File: src/rtl/body_pkg.sv
// body_pkg: shared types, widths and initial state for the three-body update sequencer
package body_pkg;
  localparam int X_W = 9;
  localparam int Y_W = 8;
  localparam int V_W = 8;
  localparam int D_W = 10;
  localparam logic [D_W-1:0] NEAR_D_DEF = 10'd20;
  localparam logic [D_W-1:0] FAR_D_DEF = 10'd150;
  localparam logic [3*X_W-1:0] INIT_X = {9'd100, 9'd210, 9'd150};
  localparam logic [3*Y_W-1:0] INIT_Y = {8'd10, 8'd150, 8'd75};
  typedef enum logic [2:0] {IDLE, PAIR, POS, VEL, COMMIT} state_t;
  typedef logic [1:0] body_idx_t;
endpackage

File: src/rtl/body_update_sequencer_if.sv
// body_update_sequencer_if: frame control inputs and committed body state outputs
interface body_update_sequencer_if;
  import body_pkg::*;
  logic frame_tick;
  logic pause;
  logic reseed;
  logic [3*X_W-1:0] pos_x;
  logic [3*Y_W-1:0] pos_y;
  logic busy;
  logic done;
  logic overrun;
  logic [7:0] frame_count;
  modport master (output frame_tick, pause, reseed, input pos_x, pos_y, busy, done, overrun, frame_count);
  modport slave (input frame_tick, pause, reseed, output pos_x, pos_y, busy, done, overrun, frame_count);
endinterface

File: src/rtl/pair_force_unit.sv
// pair_force_unit: Manhattan-distance banded force between two bodies, signed per axis
module pair_force_unit
  import body_pkg::*;
(
  input  logic [X_W-1:0] xi,
  input  logic [Y_W-1:0] yi,
  input  logic [X_W-1:0] xj,
  input  logic [Y_W-1:0] yj,
  input  logic [D_W-1:0] near_d,
  input  logic [D_W-1:0] far_d,
  output logic signed [2:0] fx,
  output logic signed [2:0] fy
);
  logic [D_W-1:0] dx, dy, adx, ady, d;
  logic [2:0] f;
  // 10-bit differences hold +/-511, so |dx|+|dy| never exceeds 766; zero difference counts as positive
  always_comb begin
    dx = D_W'(xj) - D_W'(xi);
    dy = D_W'(yj) - D_W'(yi);
    adx = dx[D_W-1] ? -dx : dx;
    ady = dy[D_W-1] ? -dy : dy;
    d = adx + ady;
    f = d < near_d ? 3'd2 : d < far_d ? 3'd1 : 3'd0;
    fx = dx[D_W-1] ? -f : f;
    fy = dy[D_W-1] ? -f : f;
  end
endmodule

File: src/rtl/body_update_sequencer.sv
// body_update_sequencer: one shared force unit over AB/AC/BC, then per-body position and velocity update, committed atomically
module body_update_sequencer
  import body_pkg::*;
#(
  parameter logic [D_W-1:0] NEAR_D = NEAR_D_DEF,
  parameter logic [D_W-1:0] FAR_D = FAR_D_DEF
) (
  input logic clk,
  input logic rst_n,
  body_update_sequencer_if.slave bus
);
  state_t state, state_n;
  body_idx_t idx, idx_n, pi, pj;
  logic [X_W-1:0] px [3];
  logic [X_W-1:0] sx [3];
  logic [Y_W-1:0] py [3];
  logic [Y_W-1:0] sy [3];
  logic [V_W-1:0] vx [3];
  logic [V_W-1:0] vy [3];
  logic [V_W-1:0] ax [3];
  logic [V_W-1:0] ay [3];
  logic [V_W-1:0] fxe, fye;
  logic signed [2:0] fx, fy;
  logic [7:0] fc;
  logic done_q, ovr, start, last;

  assign start = state == IDLE && bus.frame_tick && !bus.pause;
  assign last = idx == 2'd2;
  assign pi = idx == 2'd2 ? 2'd1 : 2'd0;
  assign pj = idx == 2'd0 ? 2'd1 : 2'd2;
  assign fxe = {{(V_W-3){fx[2]}}, fx};
  assign fye = {{(V_W-3){fy[2]}}, fy};

  pair_force_unit u_pf (
    .xi(px[pi]),
    .yi(py[pi]),
    .xj(px[pj]),
    .yj(py[pj]),
    .near_d(NEAR_D),
    .far_d(FAR_D),
    .fx(fx),
    .fy(fy)
  );

  // sequencer state and pair/body index register
  always_ff @(posedge clk or negedge rst_n) begin
    if (!rst_n) begin
      state <= IDLE;
      idx <= 2'd0;
    end else begin
      state <= state_n;
      idx <= idx_n;
    end
  end

  // each working phase walks idx 0..2 before handing over; reseed wins over everything
  always_comb begin
    state_n = state;
    idx_n = last ? 2'd0 : idx + 2'd1;
    unique case (state)
      IDLE: begin
        state_n = start ? PAIR : IDLE;
        idx_n = 2'd0;
      end
      PAIR: state_n = last ? POS : PAIR;
      POS: state_n = last ? VEL : POS;
      VEL: state_n = last ? COMMIT : VEL;
      COMMIT: begin
        state_n = IDLE;
        idx_n = 2'd0;
      end
      default: state_n = IDLE;
    endcase
    if (bus.reseed) begin
      state_n = IDLE;
      idx_n = 2'd0;
    end
  end

  // accumulators, shadow/committed positions, velocities and status counters
  always_ff @(posedge clk or negedge rst_n) begin
    if (!rst_n) begin
      for (int k = 0; k < 3; k++) begin
        px[k] <= INIT_X[k*X_W +: X_W];
        py[k] <= INIT_Y[k*Y_W +: Y_W];
        sx[k] <= INIT_X[k*X_W +: X_W];
        sy[k] <= INIT_Y[k*Y_W +: Y_W];
        vx[k] <= '0;
        vy[k] <= '0;
        ax[k] <= '0;
        ay[k] <= '0;
      end
      fc <= '0;
      done_q <= 1'b0;
      ovr <= 1'b0;
    end else if (bus.reseed) begin
      for (int k = 0; k < 3; k++) begin
        px[k] <= INIT_X[k*X_W +: X_W];
        py[k] <= INIT_Y[k*Y_W +: Y_W];
        sx[k] <= INIT_X[k*X_W +: X_W];
        sy[k] <= INIT_Y[k*Y_W +: Y_W];
        vx[k] <= '0;
        vy[k] <= '0;
        ax[k] <= '0;
        ay[k] <= '0;
      end
      fc <= '0;
      done_q <= 1'b0;
      ovr <= 1'b0;
    end else begin
      done_q <= state == COMMIT;
      if (bus.frame_tick && state != IDLE) ovr <= 1'b1;
      unique case (state)
        IDLE: if (start) begin
          for (int k = 0; k < 3; k++) begin
            ax[k] <= '0;
            ay[k] <= '0;
          end
        end
        PAIR: begin
          ax[pi] <= ax[pi] + fxe;
          ay[pi] <= ay[pi] + fye;
          ax[pj] <= ax[pj] - fxe;
          ay[pj] <= ay[pj] - fye;
        end
        POS: begin
          sx[idx] <= px[idx] + {vx[idx][V_W-1], vx[idx]};
          sy[idx] <= py[idx] + vy[idx];
        end
        VEL: begin
          vx[idx] <= vx[idx] + ax[idx];
          vy[idx] <= vy[idx] + ay[idx];
        end
        COMMIT: begin
          for (int k = 0; k < 3; k++) begin
            px[k] <= sx[k];
            py[k] <= sy[k];
          end
          fc <= fc + 8'd1;
        end
        default: ;
      endcase
    end
  end

  assign bus.pos_x = {px[2], px[1], px[0]};
  assign bus.pos_y = {py[2], py[1], py[0]};
  assign bus.busy = state != IDLE;
  assign bus.done = done_q;
  assign bus.overrun = ovr;
  assign bus.frame_count = fc;
endmodule

File: src/flat_wrapper.sv
// flat-port wrapper written by rule: the top's interface ports become plain ports
module body_update_sequencer_flat import body_pkg::*;
#(
  parameter logic [D_W-1:0] NEAR_D = NEAR_D_DEF,
  parameter logic [D_W-1:0] FAR_D = FAR_D_DEF
)
  (clk, rst_n, bus_frame_tick, bus_pause, bus_reseed, bus_pos_x, bus_pos_y, bus_busy, bus_done, bus_overrun, bus_frame_count);
  body_update_sequencer_if bus_i ();
  input logic clk;
  input logic rst_n;
  input wire logic [$bits(bus_i.frame_tick)-1:0] bus_frame_tick;
  input wire logic [$bits(bus_i.pause)-1:0] bus_pause;
  input wire logic [$bits(bus_i.reseed)-1:0] bus_reseed;
  output wire logic [$bits(bus_i.pos_x)-1:0] bus_pos_x;
  output wire logic [$bits(bus_i.pos_y)-1:0] bus_pos_y;
  output wire logic [$bits(bus_i.busy)-1:0] bus_busy;
  output wire logic [$bits(bus_i.done)-1:0] bus_done;
  output wire logic [$bits(bus_i.overrun)-1:0] bus_overrun;
  output wire logic [$bits(bus_i.frame_count)-1:0] bus_frame_count;
  assign bus_i.frame_tick = bus_frame_tick;
  assign bus_i.pause = bus_pause;
  assign bus_i.reseed = bus_reseed;
  assign bus_pos_x = bus_i.pos_x;
  assign bus_pos_y = bus_i.pos_y;
  assign bus_busy = bus_i.busy;
  assign bus_done = bus_i.done;
  assign bus_overrun = bus_i.overrun;
  assign bus_frame_count = bus_i.frame_count;
  body_update_sequencer #(.NEAR_D(NEAR_D), .FAR_D(FAR_D)) u_core (.clk(clk), .rst_n(rst_n), .bus(bus_i));
endmodule
File: config.mk
export PLATFORM = sky130hd
export DESIGN_NAME = body_update_sequencer_flat
export DESIGN_NICKNAME = d
export VERILOG_FILES = /design/src/rtl/body_pkg.sv /design/src/rtl/body_update_sequencer_if.sv /design/src/rtl/pair_force_unit.sv /design/src/rtl/body_update_sequencer.sv /design/src/flat_wrapper.sv
export SDC_FILE = /design/constraint.sdc
export NUM_CORES = 1
export LEC_CHECK = 0
export CORE_AREA = 2 2 166 168
export DETAILED_ROUTE_END_ITERATION = 8
export DIE_AREA = 0 0 168 170
export PLACE_DENSITY = 0.72
export SYNTH_ARGS = -nofsm -noshare
export SYNTH_HDL_FRONTEND = slang
export SYNTH_SLANG_ARGS = --single-unit
export TNS_END_PERCENT = 50
File: constraint.sdc
create_clock -name clk -period 7.76 [get_ports clk]
set_input_delay 1.164 -clock clk [delete_from_list [all_inputs] [get_ports clk]]
set_output_delay 1.164 -clock clk [all_outputs]
set_load 0.005 [all_outputs]
==> run summary <==
The tools report the relative slew slack as 13.9%. The tools report the initial antenna violation count as 0. Yosys attributes the largest share of cell area to sky130_fd_sc_hd__dfrtp_1 32%, sky130_fd_sc_hd__nand2_1 9.8%, sky130_fd_sc_hd__dfstp_2 8.2%. The detail-routed via count per cell is 6.08, and the count of nets left with antenna violations after detail routing is 0.

H-tree level count: 1. Worst supply voltage drop on vdd: 0.163 mV. Of the total synthesized cell area, the portion taken by XOR and XNOR cells is 5.95%.

The synthesized design contains 0 enable-type register cells. Sequential elements use 39.8% of the synthesized area. By area, the combinational part of the netlist is dominated by compound AO/OA/AOI/OAI gates. The tools report the remaining design rule violation count as 0. The fraction of the mapped netlist area in compound gates was 18.4%; the fraction of power consumed by combinational cells was 36.5%. Clock latency on the worst-skew pair, taken at its later pin, is 0.56 ns.

After clock tree synthesis, the clock-pin slew on the worst setup and hold paths is 0.06 ns. For this run, the post-layout net count is 1657. The launch point of the worst path was u_core.idx[1]$_DFF_PN0_. The number of standard cells after synthesis is 1506, and the final routed wirelength across all metal layers is 39800 um.

The area of the multi-input gates is 7840 um2. Together, buffers and inverters on the worst path number 3. Across all setup checks in the final design, the least slack found is 0.465 ns. Buffer levels on the longest clock path: 3. The worst slack on hold paths is 0.481 ns. After Yosys synthesis, and, or, nand and nor cells account for 17.2% of the synthesized area. The commonest cells after synthesis are 353 x sky130_fd_sc_hd__nand2_1, 171 x sky130_fd_sc_hd__dfrtp_1, 114 x sky130_fd_sc_hd__o21ai_0.

The startpoint identified for the worst hold timing path is u_core.vy[10]$_DFFE_PN0P_. Clock tree synthesis inserted a total of 26 buffers. The first global-routing pass estimated 63000 um of wire.

Of the total synthesized cell area, the portion taken by full adders, half adders and majority gates is 9.49%. Cell with the biggest individual delay on the critical path: sky130_fd_sc_hd__dfrtp_4. The tools report the Yosys warning count as 0. Library cell occupying the most area in the post-synthesis netlist: sky130_fd_sc_hd__dfrtp_1.

The flow ran to the end, and the final reports show no timing, DRC or antenna violations. The worst hold path belongs to the class reg2reg. Yosys instantiated no cell more often than sky130_fd_sc_hd__nand2_1.

Entering global routing, the biggest net connects 93 pins. Summed over all cells, the static leakage comes to 6.98 nW. For the number of global-route vias before repair, the log shows 11400. The floorplan die width was 168 um; the total of fill cells in the finished design was 2322. The share of synthesized registers carrying an async set or reset was 100%.

Part of the cycle the worst path needs: 94.0%. The tools report the kind of end point of the critical path as a flop. The share of power burned in the clock network came out at 32.3%.

The synthesized cell area was 13500 um2; the max-capacitance violation count was 0. For this block, the initial DRC count from the detailed router was 1171. In the final layout, flip-flops and latches occupy 5390 um2. The number of buffers inserted by port buffering was 66.

The number of setup buffers added after CTS is 0. The multiplexer fraction of the synthesized cell area was 5.92%; the fraction of layout cells with a size suffix above 1 was 9.96%. Between clock sinks in the finished design, the worst skew comes to 0.0196 ns. In the final routed layout, each cell accounts on average for 20.7 um.

The final critical-path required period is 7.29 ns. In this design, the critical path's most frequently occurring cell is sky130_fd_sc_hd__ha_1. Count of final hold-check violations: 0. In this run the mean area of a mapped cell was 8.99 um2. The synthesis-to-layout area growth was 15.0%. The startpoint identified for the worst register-to-register timing path is u_core.idx[1]$_DFF_PN0_.

The critical path is of the reg2reg type. Of all nets on the critical path, the largest fanout is 10. In this run the power density over the cells is 245 nW/um2. For this configuration, the core starts out at a cell density of 50.8%. The core region is 26700 um2.

Largest incremental delay on the critical path: 0.52 ns. Grouping stages by cell kind, the critical path spends the most delay in compound AO/OA/AOI/OAI gates. After legalization and detailed placement, the total HPWL measured 27000 um. The die covers 28600 um2.

The final standard cell utilization of the core came out at 58.4%. The slew at the pin closest to its max-slew limit was 1.29 ns; the global route total overflow was 0. The tools report the global placement routability congestion as 0.898. Timing analysis after detailed placement gives a worst setup slack of 0.171 ns.

The number of rows in the core area is 60. Pin placement for this block handled 67 I/O pins. The final number of max-transition violations is 0. The cell sitting at the root of the clock tree is a sky130_fd_sc_hd__clkbuf_16. The netlist uses 60 different library cells. The tools report the detailed-route via count as 11700.

Global routing consumed, over all layers together, 27.9% of the routing resources. The vertical die dimension came out at 170 um. STA classifies the critical path startpoint as a flop.

At the worst endpoint, the required time is 8.22 ns. The repair_antennas step left the layout with diodes totalling 0. TritonCTS built the clock tree. For this design the total switching power over the nets is 1.36 mW. Per report_power, the sequential group accounts for 31.2% of the total. The data arrival time of the critical path is 7.76 ns, and the number of optimization iterations in the first detailed-route pass is 6. In this run, post-CTS hold repair placed 0 buffers.

The number of nets in the synthesized netlist is 1607. Counting every sink on the clock net gives 213. The most frequently used flop master after synthesis was sky130_fd_sc_hd__dfrtp_1. Net switching is 35.6% of the power. Highest achievable clock rate: 0.137 GHz. Setup violations remaining at the end of the flow were counted as 0. The number of synthesized register bits came out at 213. Setup repair after global routing could not meet its margin everywhere.

Of the post-synthesis cell area, the dominant cell type holds 31.6%. The number of resized instances in the post-cts repair step was 0. Cell-internal power: 2.45 mW.
-- layout by cell type, fill, tap and decap left out, types with 11 or more instances in the layout --
cell,Yosys,layout
sky130_fd_sc_hd__a22o_1,81,81
sky130_fd_sc_hd__mux2i_1,80,78
sky130_fd_sc_hd__a21oi_1,97,89
sky130_fd_sc_hd__inv_1,41,40
sky130_fd_sc_hd__nand2_1,353,352
sky130_fd_sc_hd__ha_1,85,85
sky130_fd_sc_hd__buf_4,0,29
sky130_fd_sc_hd__clkbuf_16,0,26
sky130_fd_sc_hd__a21o_1,23,23
sky130_fd_sc_hd__nor2_1,48,46
sky130_fd_sc_hd__nand3b_1,23,23
sky130_fd_sc_hd__xnor2_1,64,63
sky130_fd_sc_hd__dfstp_2,42,42
sky130_fd_sc_hd__nor2b_1,18,16
sky130_fd_sc_hd__dfrtp_1,171,170
sky130_fd_sc_hd__xor2_1,28,27
sky130_fd_sc_hd__o22a_1,19,19
sky130_fd_sc_hd__clkdlybuf4s50_1,0,64
sky130_fd_sc_hd__fa_1,11,11
sky130_fd_sc_hd__nor3_1,21,17
sky130_fd_sc_hd__o21bai_1,13,13
sky130_fd_sc_hd__o21ai_0,114,112
sky130_fd_sc_hd__or3_1,11,11
-- area by class of cell --
| cell class | count | area share [%] |
|---|---|---|
| Clock buffer | 35 | 4.65 |
| Clock inverter | 13 | 0.932 |
| Sequential cell | 213 | 34.6 |
| Tap cell | 341 | 2.74 |
| Multi-Input combinational cell | 1177 | 50.4 |
| Timing Repair Buffer | 95 | 5.63 |
| Inverter | 43 | 1.04 |
-- kinds of logic after synthesis --
kind of cell / after synthesis
xor+xnor: 92
fa+ha+maj: 96
mux: 80
buf+inv: 116
flops: 213
compound gates: 384
simple gates: 525
-- worst paths after layout --
kind,to,slack (ns),cells past startpoint
max,u_core.ay[15]$_DFFE_PN0P_,0.47,34
min,u_core.vy[10]$_DFFE_PN0P_,0.48,2
max reg2reg,u_core.ay[15]$_DFFE_PN0P_,0.47,34
min reg2reg,u_core.vy[10]$_DFFE_PN0P_,0.48,2
max in group asynchronous,u_core.bus.frame_count[5]$_DFFE_PN0P_,5.77,2
min in group asynchronous,u_core.idx[1]$_DFF_PN0_,0.70,1
-- worst register-to-register path: cells and delay by family (launching register included) --
kind / cells / cell delay, ns
AO/OA/AOI/OAI: 12 / 2.12
XOR/XNOR: 4 / 0.56
adder cells (fa/ha/maj): 4 / 1.33
buffers and inverters: 3 / 0.44
flip-flops: 1 / 0.52
multiplexers: 2 / 0.34
AND/OR/NAND/NOR: 9 / 1.89
-- metrics by stage --
step | cells | area (um2) | TNS, ns | power, mW
4_1_cts | 1917 | 15500 | 0 | 3.78
3_3_place_gp | 1869 | 14600 | 0 | 2.52
6_report | 1917 | 15600 | 0 | 3.81
5_1_grt | 1917 | 15600 | -0.0778 | 4.03
3_5_place_dp | 1869 | 14600 | 0 | 2.55
2_1_floorplan | 1506 | 13500 | 0 | 2.22
-- metal layers --
layer  track usage (%)  vias up  share of wire, %
met5                 0        -                 0
met4              10.2        0               3.8
met3              4.49       93               7.3
met2              44.7      473                45
met1              38.3     5715                44
li1                  -     5376                 -
-- power groups by stage --
stage / sequential, mW / combinational (mW) / clock, mW
floorplan: 1.19 / 1.03 / 0
global placement: 1.20 / 1.31 / 0
detailed placement: 1.20 / 1.34 / 0
CTS: 1.19 / 1.35 / 1.24
global route: 1.19 / 1.55 / 1.28
finish: 1.19 / 1.39 / 1.23
-- registers in the layout, indices dropped and copies added, names as in the netlist --
name,count
u_core.bus.pos_x,27
u_core.sx,27
u_core.ax,24
u_core.ay,24
u_core.bus.pos_y,24
u_core.sy,24
u_core.vx,24
u_core.vy,24
u_core.bus.frame_count,8
u_core.state,3
u_core.idx,2
u_core.bus.done,1
u_core.bus.overrun,1
(Power assumes the default switching activity.)
